<file path="src/rtl/deskew_image_reader.sv">
// deskew_image_reader: streams the deskewed 28x28 image from BRAM to the classifier (ports: clk, reset, start/ready, BRAM address/in_data/en/we, out_data/out_valid/out_ready/out_last)
module deskew_image_reader #(
  parameter int WIDTH      = 16,
  parameter int BASE_ADDR  = 784,
  parameter int NUM_PIXELS = 784
) (
  input  logic             clk,
  input  logic             reset,
  input  logic             start,
  output logic             ready,
  output logic [10:0]      address,
  input  logic [WIDTH-1:0] in_data,
  output logic             en,
  output logic             we,
  output logic [WIDTH-1:0] out_data,
  output logic             out_valid,
  input  logic             out_ready,
  output logic             out_last
);
  typedef enum logic {IDLE, RUN} state_t;
  localparam logic [9:0] num_px = 10'(NUM_PIXELS);
  localparam logic [9:0] last_px = 10'(NUM_PIXELS - 1);
  localparam logic [10:0] base = 11'(BASE_ADDR);
  state_t state;
  logic [9:0] read_cnt, out_cnt;
  logic [WIDTH-1:0] mem [2];
  logic wr_ptr, rd_ptr, inflight, pop;
  logic [1:0] fifo_cnt;
  assign ready = state == IDLE;
  assign we = 1'b0;
  assign out_valid = fifo_cnt != 2'd0;
  assign pop = out_valid & out_ready;
  assign out_data = mem[rd_ptr];
  assign out_last = out_valid & (out_cnt == last_px);
  assign en = (state == RUN) && (read_cnt < num_px) &&
              (({1'b0, fifo_cnt} + {2'b0, inflight} - {2'b0, pop}) < 3'd2);
  assign address = en ? base + {1'b0, read_cnt} : 11'd0;
  always_ff @(posedge clk or negedge reset) begin
    if (!reset) begin
      state <= IDLE;
      read_cnt <= '0;
      out_cnt <= '0;
      mem[0] <= '0;
      mem[1] <= '0;
      wr_ptr <= 1'b0;
      rd_ptr <= 1'b0;
      fifo_cnt <= 2'd0;
      inflight <= 1'b0;
    end else begin
      inflight <= en;
      fifo_cnt <= fifo_cnt + {1'b0, inflight} - {1'b0, pop};
      if (en) read_cnt <= read_cnt + 10'd1;
      if (inflight) begin
        mem[wr_ptr] <= in_data;
        wr_ptr <= ~wr_ptr;
      end
      if (pop) begin
        rd_ptr <= ~rd_ptr;
        out_cnt <= out_cnt + 10'd1;
      end
      if (state == IDLE && start) begin
        state <= RUN;
        read_cnt <= '0;
        out_cnt <= '0;
      end else if (pop && out_last) state <= IDLE;
    end
  end
endmodule
</file>
<file path="config.mk">
export PLATFORM = sky130hd
export DESIGN_NAME = deskew_image_reader
export DESIGN_NICKNAME = d
export VERILOG_FILES = /design/src/rtl/deskew_image_reader.sv
export SDC_FILE = /design/constraint.sdc
export NUM_CORES = 1
export LEC_CHECK = 0
export BUFFER_PORTS_ARGS = -buffer_cell sky130_fd_sc_hd__buf_2
export CORE_MARGIN = 1.5
export CORE_UTILIZATION = 62
export CTS_BUF_LIST = sky130_fd_sc_hd__clkbuf_8
export DETAILED_ROUTE_END_ITERATION = 10
export GPL_TIMING_DRIVEN = 0
export HOLD_SLACK_MARGIN = 0.05
export PLACE_DENSITY = 0.95
export SLEW_MARGIN = 30
export SYNTH_ARGS = -nofsm -noshare
export SYNTH_HDL_FRONTEND = slang
export SYNTH_SLANG_ARGS = --single-unit
export TNS_END_PERCENT = 10
</file>
<file path="constraint.sdc">
create_clock -name clk -period 7.2 [get_ports clk]
set_input_delay 0.36 -clock clk [delete_from_list [all_inputs] [get_ports clk]]
set_output_delay 0.36 -clock clk [all_outputs]
set_load 0.02 [all_outputs]
</file>
* Word-level counts from Yosys, hierarchy flattened *
Cells that the tools add are included.

cells by class
  div/mod/pow operators = 0
  bitwise gates (word level) = 7
  equal/unequal tests = 1
  order comparisons = 5
  shifts and indexed selects = 0
  multiplexer cells = 13
  add/subtract/negate cells = 7
  multipliers = 0
  reduce and logical (&&, ||, !) cells = 9

operator list
  kind                                                      number
  two-way mux 16 bit                                        4
  two-way mux 10 bit                                        4
  bitwise mux 32 bit                                        1
  adder 10 x 1 -> 10 bit, second input constant             2
  demux 16 bit (select 1 bit)                               1
  adder 10 x 10 -> 11 bit, first input constant             1
  two-way mux 11 bit                                        1
  equality test 10 bit, second input constant               1
  < comparator 10 bit, second input constant                1
  nonzero test 2 bit                                        4
  logical AND 1 bit                                         5
  greater-or-equal comparator 2 bit, second input constant  2
  NOT 1 -> 2 bit                                            2
  adder 2 x 1 -> 3 bit                                      1
  < comparator 3 x 2 -> 1 bit, second input constant        1
  NOT 1 bit                                                 3
  subtractor 3 x 1 -> 3 bit                                 1
  adder 2 x 1 -> 2 bit                                      1
  bitwise AND 1 bit                                         2
  < comparator 2 x 1 -> 1 bit, second input constant        1
  two-way mux 1 bit                                         2
  subtractor 2 x 1 -> 2 bit                                 1

word-level totals
  output and inout port bits = 32
  memories = 0
  bits of input ports = 20
  latch bits = 0
  bits in read-only memories = 0
  bits in writable memories = 0
  flip-flop bits (word level) = 58

* Depth between registers and ports, before layout *
Gate-level depths: netlist of the first run.

  depth after elaboration = 7
  gate-level depth with buffers = 11
  mapped depth without buffers = 11

* Worst setup path before layout of the first run *
Ideal clock, no wire load.

  path kind = register to output
  from = register fifo_cnt[1]
  to = output address[10]
  buffers on the path = 1
  path slack = 3.927 ns
  cell stages (with the launch flop) = 11
  arrival time = 2.913 ns
  cells stage by stage = dfrtp_1 > o21ai_1 > clkinv_1 > ha_1 > inv_1 > ha_1 > fa_1 > nor2b_1 > o211ai_2 > buf_2 > a21oi_1

between the ends
  word-level cells in the longest chain between the ends = 6
  elaborated cells on any way between the ends = 7
  classes of those cells = 2 x add/sub; 1 x order compare; 1 x mux; 1 x bitwise; 2 x reduce/logical

ends and longest elaborated chain
  item                         RTL line  RTL
  from (decl)                  28        logic [1:0] fifo_cnt;
  from (signal assigned)       51        fifo_cnt <= fifo_cnt + {1'b0, inflight} - {1'b0, pop};
  nonzero test 2 bit           31        assign out_valid = fifo_cnt != 2'd0;
  bitwise AND 1 bit            32        assign pop = out_valid & out_ready;
  via pop                      27        logic wr_ptr, rd_ptr, inflight, pop;
  subtractor 3 x 1 -> 3 bit    36        (({1'b0, fifo_cnt} + {2'b0, inflight} - {2'b0, pop}) < 3'd2);
  < comparator 3 x 2 -> 1 bit  36
  logical AND 1 bit            35        assign en = (state == RUN) && (read_cnt < num_px) &&
  two-way mux 11 bit           37        assign address = en ? base + {1'b0, read_cnt} : 11'd0;
  to (decl)                    11        output logic [10:0] address,

The timed path passes the listed nets, and every way through them passes these cells.

* Worst setup path after layout of the first run *
Same ends and word-level chain as after synthesis.

==> impl_results.md, run 1 <==
- Clk Tree Root Cell: clkbuf_8
- Critical Path Max Stage Delay: 470 ps
- Commonest non-fill, non-tap cell in the layout: dfrtp_1
- Post-DP HPWL: roughly 3700 um
- Finished Layout Cells: ~350
- Antenna diodes: 0
- CTS tree: built
- Final Hold Vio Count: 0
- P_leak: 0.001564 uW
- CTS sink cnt: between 50 and 60
- PD cells: between 400 and 500 nW/um^2
- DR pass1 iterations: 4
- R2R Path Start: fifo_cnt[1]
- Pin count of the biggest net entering global routing: slightly below 60
- Yosys warnings: 0
- Initial antenna violation count: 0
- Final #Nets: around 320
- Clk slew on worst S/H paths: 60 ps
- Remaining DRCs: 0
- Remaining Overflow, GRT: 0
- Main combinational cell family by area after synthesis: multiplexers
- Primary FF master, synth: dfrtp_1
- P&R area growth vs syn: 17.32%
- DP Cell Count: 338
- Total track usage: 25.17%
- Layout filler cell count: between 200 and 300
- Period minus WS final: between 4000 and 5000 ps
- Die H: a little over 70 um
- Die Wd: roughly 70 um
- Slowest CP cell: o21ai_1
- Origin of the worst setup path: fifo_cnt[1]
- First-pass GRT wire length: approximately 9300 um
- Post-CTS Setup Inserts: 0
- Max Buffers Root-to-Sink: 2
- Required @ worst endpoint: 6840 ps
- CP top delay family: adder cells
- Routed WL: around 5500 um
- Setup TNS: 0 ps
- Total number of H-tree levels: 3
- Latest clock arrival within the worst-skew pair: 340 ps
- GPL Wtd Cong: roughly 0.82
- Area taken by multi-input logic gates: roughly 1300 um^2
- Seq. cell area: roughly 1500 um^2
- Vias in the first global route: roughly 2000
- Final slew viol count: 0
- Initial Util: about 65%
- Worst hold path class: primary input to async pin
- Fin Hold WS: around 81 ps
- Setup crit start kind: flop
- Post-synthesis compound-gate area fraction: between 5 and 6%
- Area of the core: around 4400 um^2
- WS Path Type: flop to output pin
- Maxcap violations: 0
- Multiplexer share of the synthesized area: between 10% and 20%
- Die area: 4969 um^2
- CTS-repair resized insts: 0
- Maximum vdd drop: 0.3332 mV
- Count of input and output buffers: 50
- Status: finished clean
- Count of cell types in the netlist: 38
- Total CTS buffers: 9
- Vias/cell: around 5.6
- Max Freq: ~250 MHz
- WP buf/inv: 4
- Adder-Cell Fraction of Synth Area: under 10%
- Worst Path Arrival: ~3700 ps
- Post-CTS Hold Buffers: 0
- Unrepaired setup endpoints after global routing: false
- Worst Setup End Kind: output pin
- #FFs+latches synth: 58
- Seq/Total Area, Yosys: ~51%
- Post-Synthesis Cell Area: around 2800 um^2
- Relative slew margins: roughly 52%
- Most frequent cells in the layout: 58 x dfrtp_1, 53 x buf_2, 48 x mux2_2
- Post-DR wirelength/cell: 15.52 um
- Critical path peak fanout: 10
- Synthesized instance count: approximately 240
- Skew final: a little under 6 ps
- I/O pin count: 52
- Final setup fails: 0
- Share of flip-flops with an asynchronous set or reset: between 90% and 100%
- Fraction of layout cells with a size suffix above 1: between 40 and 50%
- Initial DRC count: 123
- Synth Area in Simple Gates: 11.61%
- Xor/xnor cell area share of the yosys netlist: approximately 5.2%
- Post-route ant nets: 0
- FP Rows: 24
- Synth Net Count: approximately 260
- Worst-margin pin slew: 720.7 ps
- Avg Cell Area, Syn: between 10 and 15 um^2
- Period utilization: 55.90%
- Crit path cell chain: o21ai_1 -> clkinv_1 -> ha_1 -> inv_1 -> ha_1 -> fa_1 -> nor2b_1 -> o211ai_2 -> buf_2 -> a21oi_1 -> buf_2
- Via count: 1984
- Number of flops mapped to enable cells by yosys: 0
-- power by group --
group	total [uW]	switching (uW)	internal [uW]
Combinational	696	389	307
Sequential	543	85.1	458
Clock	257	126	131
-- final cells by class --
type / instances / area share [%]
inverters: 10 / 1.133
well taps: 52 / 1.964
clock inverters: 6 / 1.020
flip-flops and latches: 58 / 43.81
plain buffers: 9 / 1.284
repair buffers: 50 / 7.628
multi-input cells: 159 / 39.01
clock buffers: 10 / 4.154
-- cell families after synthesis --
family	after synthesis
AOI/OAI and AO/OA	22
other	1
adders and majority gates	7
muxes	50
buffers and inverters	19
DFF	58
and+or+nand+nor	63
xor gates and xnor gates	16
-- cell usage after synthesis, types with 2 or more instances --
| master | instances | area, um^2 |
|---|---|---|
| nand3_1 | 8 | 40.04 |
| xor2_1 | 4 | 35.03 |
| o31ai_1 | 5 | 37.54 |
| xnor2_1 | 11 | 96.34 |
| clkinv_1 | 2 | 7.510 |
| nor2_1 | 16 | 60.06 |
| mux2i_1 | 2 | 20.02 |
| dfrtp_1 | 58 | 1451 |
| nand2_1 | 14 | 52.55 |
| nand4_1 | 3 | 18.77 |
| o21a_1 | 2 | 15.01 |
| nor2b_1 | 3 | 18.77 |
| inv_1 | 8 | 30.03 |
| buf_2 | 4 | 20.02 |
| clkbuf_1 | 4 | 15.01 |
| ha_1 | 6 | 75.07 |
| a21oi_1 | 7 | 35.03 |
| and3_1 | 3 | 18.77 |
| mux2_2 | 48 | 540.5 |
| o211ai_1 | 3 | 22.52 |
| or4_1 | 2 | 15.01 |
| nor3_1 | 3 | 15.01 |
| and2_1 | 5 | 31.28 |
-- registers in the layout, indices dropped and copies added, names as in the netlist --
signal    count
rd_ptr        1
wr_ptr        1
read_cnt     10
inflight      1
out_cnt      10
mem          32
state         1
fifo_cnt      2
-- final timing paths --
| kind | depth (start not counted) | end | slack, ps |
|---|---|---|---|
| worst max-delay path | 11 | address[10] | 3180 |
| worst min-delay path | 1 | read_cnt[2] | 80 |
| worst max register to register | 10 | read_cnt[8] | 3630 |
| worst min register to register | 1 | mem[7] | 500 |
| max in group asynchronous | 1 | mem[28] | 6650 |
| min in group clk | 2 | mem[7] | 260 |
-- layer usage --
layer | vias up | part of all wire [%] | global-route usage (%)
met4 | 0 | 2.2 | 12.61
met5 | - | 0 | 0
li1 | 948 | - | -
met2 | 49 | 52 | 41.82
met3 | 10 | 4.0 | 7.359
met1 | 977 | 42 | 29.66
-- through the flow --
stage          instance area, um^2  setup WS [ps]  power (uW)  util (%)
3_5_place_dp                  3142           3575        1239     72.16
5_1_grt                       3313           2897        1588     76.09
6_report                      3313           3175        1496     76.09
2_1_floorplan                 2824           3927        1043         -
3_3_place_gp                  3139           3618        1205     72.10
4_1_cts                       3313           3211        1505     76.09
(Power assumes the default switching activity.)
==> run 2, diff against run 1 <==
- CORE_UTILIZATION: 62 -> 57
- PLACE_DENSITY: 0.95 -> 0.89
- clock period: 7.2 -> 3.75 ns (I/O delays scaled with it)
==> run 2 against run 1 <==
  * Count of clock-buffer cells in the layout unchanged
  * Largest cell class unchanged
  * Final cell count up 4.5%
  * Clock power up 120%
  * Critical endpoint unchanged
  * Sequential cell count unchanged
  * Register-to-register slack worse by 3000 ps
  * Largest power group unchanged
  * Critical path depth unchanged
  * Worst setup slack worse by 2900 ps
==> impl_results.md, run 2 (same netlist as run 1, synthesis figures left out) <==
- Status: finished clean
- Post-Route Utilization: around 71%
- Post-DR wirelength/cell: roughly 14 um
- Worst-margin pin slew: between 700 and 800 ps
- Maxcap violations: 0
- Slowest CP cell: fa_1
- Most frequent cells in the layout: 58 x dfrtp_1, 53 x buf_2, 48 x mux2_2
- Fin Hold WS: around 100 ps
- Total track usage: approximately 22%
- P&R area growth vs syn: 19.32%
- CTS tree: built
- Setup TNS: 0 ps
- Die H: between 70 and 80 um
- Final setup fails: 0
- Biggest regs: mem x32, out_cnt x10, read_cnt x10
- Antenna diodes: 0
- Unrepaired setup endpoints after global routing: false
- Max Freq: ~300 MHz
- Total number of H-tree levels: 3
- Die Wd: between 70 and 80 um
- Maximum vdd drop: about 0.54 mV
- Remaining Overflow, GRT: 0
- Latest clock arrival within the worst-skew pair: around 330 ps
- PD cells: 867.1 nW/um^2
- GPL Wtd Cong: between 0.8 and 0.9
- Vias in the first global route: approximately 2000
- CTS sink cnt: between 50 and 60
- Clk slew on worst S/H paths: approximately 70 ps
- Post-DP HPWL: roughly 3700 um
- Required @ worst endpoint: about 3600 ps
- Vias/cell: about 5.3
- Initial Util: 59.39%
- Skew final: ~9.1 ps
- Period utilization: ~92%
- DR pass1 iterations: 6
- I/O pin count: 52
- Final Hold Vio Count: 0
- Worst Setup End Kind: output pin
- Remaining DRCs: 0
- Total CTS buffers: 9
- WS Path Type: flop to output pin
- Initial antenna violation count: 0
- First-pass GRT wire length: roughly 8800 um
- Critical path peak fanout: 10
- Commonest non-fill, non-tap cell in the layout: dfrtp_1
- Fraction of layout cells with a size suffix above 1: around 41%
- Post-route ant nets: 0
- P_leak: 0.001591 uW
- Final slew viol count: 0
- FP Rows: 25
- Max reg flops: 32
- Worst Path Arrival: between 3000 and 4000 ps
- Relative slew margins: 52.24%
- Pin count of the biggest net entering global routing: 59
- Critical Path Max Stage Delay: 450 ps
- Max Buffers Root-to-Sink: 2
- Clk Tree Root Cell: clkbuf_8
- Count of input and output buffers: 50
- Reg-to-reg slack, setup: ~600 ps
- Area of the core: 4755 um^2
- Routed WL: around 5300 um
- Worst hold path class: primary input to flop
- Initial DRC count: 128
- Setup crit start kind: flop
- Final #Nets: around 330
- Period minus WS final: 3432 ps
- Die area: between 5000 and 6000 um^2
- Most flop-heavy register: mem
- Crit path cell chain: o21ai_2 -> inv_2 -> ha_1 -> inv_1 -> ha_1 -> fa_1 -> nor2b_1 -> o211ai_2 -> buf_2 -> a21oi_1 -> buf_2
- Via count: around 2000
run 2: power breakdown:
group	leakage (uW)	internal, uW	total [uW]	switching (uW)
logic	0.000768	591	1320	732
clock network	0.000107	320	561	241
registers	0.000715	879	1040	158
total	0.00159	1790	2920	1130
run 2: area by class of cell:
class / instances / area (um^2)
sequential: 58 / 1451
fill: 366 / 1385
multi-input combinational: 159 / 1296
timing repair buffer: 51 / 262.8
clock buffer: 10 / 137.6
tap: 67 / 83.83
clock inverter: 6 / 57.56
buffer: 9 / 42.54
inverter: 10 / 37.54
run 2: path summary, 6_finish.rpt:
path                                   from     endpoint  depth (start not counted)
worst max register to register  fifo_cnt[1]  read_cnt[7]                         10
worst max-delay path            fifo_cnt[1]  address[10]                         11
worst min-delay path            in_data[14]      mem[14]                          2
worst min register to register      mem[10]      mem[10]                          1
max in group asynchronous             reset  read_cnt[7]                          2
min in group asynchronous             reset  read_cnt[2]                          2
run 2: repair_timing:
item / CTS / global route
setup endpoints to repair: 10 / 10
hold buffers: 1 / 0
setup buffers: 0 / 0
resized for setup: 1 / 1
hold endpoints to repair: 58 / 0
run 2: critical path: cells and delay by family (launching register included):
family	cells	cell delay, ps
AO/OA/AOI/OAI	3	700
adder cells (fa/ha/maj)	3	930
buffers and inverters	4	590
flip-flops	1	440
AND/OR/NAND/NOR	1	260
run 2: through the flow:
| stage | setup slack (ps) | instances | instance area, um^2 | total power, uW |
|---|---|---|---|---|
| 2_1_floorplan | 649.0 | 236 | 2824 | 2003 |
| 3_3_place_gp | 322.2 | 353 | 3158 | 2315 |
| 3_5_place_dp | 185.6 | 353 | 3161 | 2370 |
| 4_1_cts | 139.6 | 370 | 3369 | 2942 |
| 5_1_grt | 108.4 | 370 | 3369 | 3121 |
| 6_report | 318.2 | 370 | 3369 | 2922 |
run 2: layer usage:
metal	vias up	share of wire, %	GRT usage, %
met1	976	44	26.88
met5	-	0	0
met2	44	51	35.96
li1	944	-	-
met3	9	3.2	5.213
met4	0	1.4	10.70
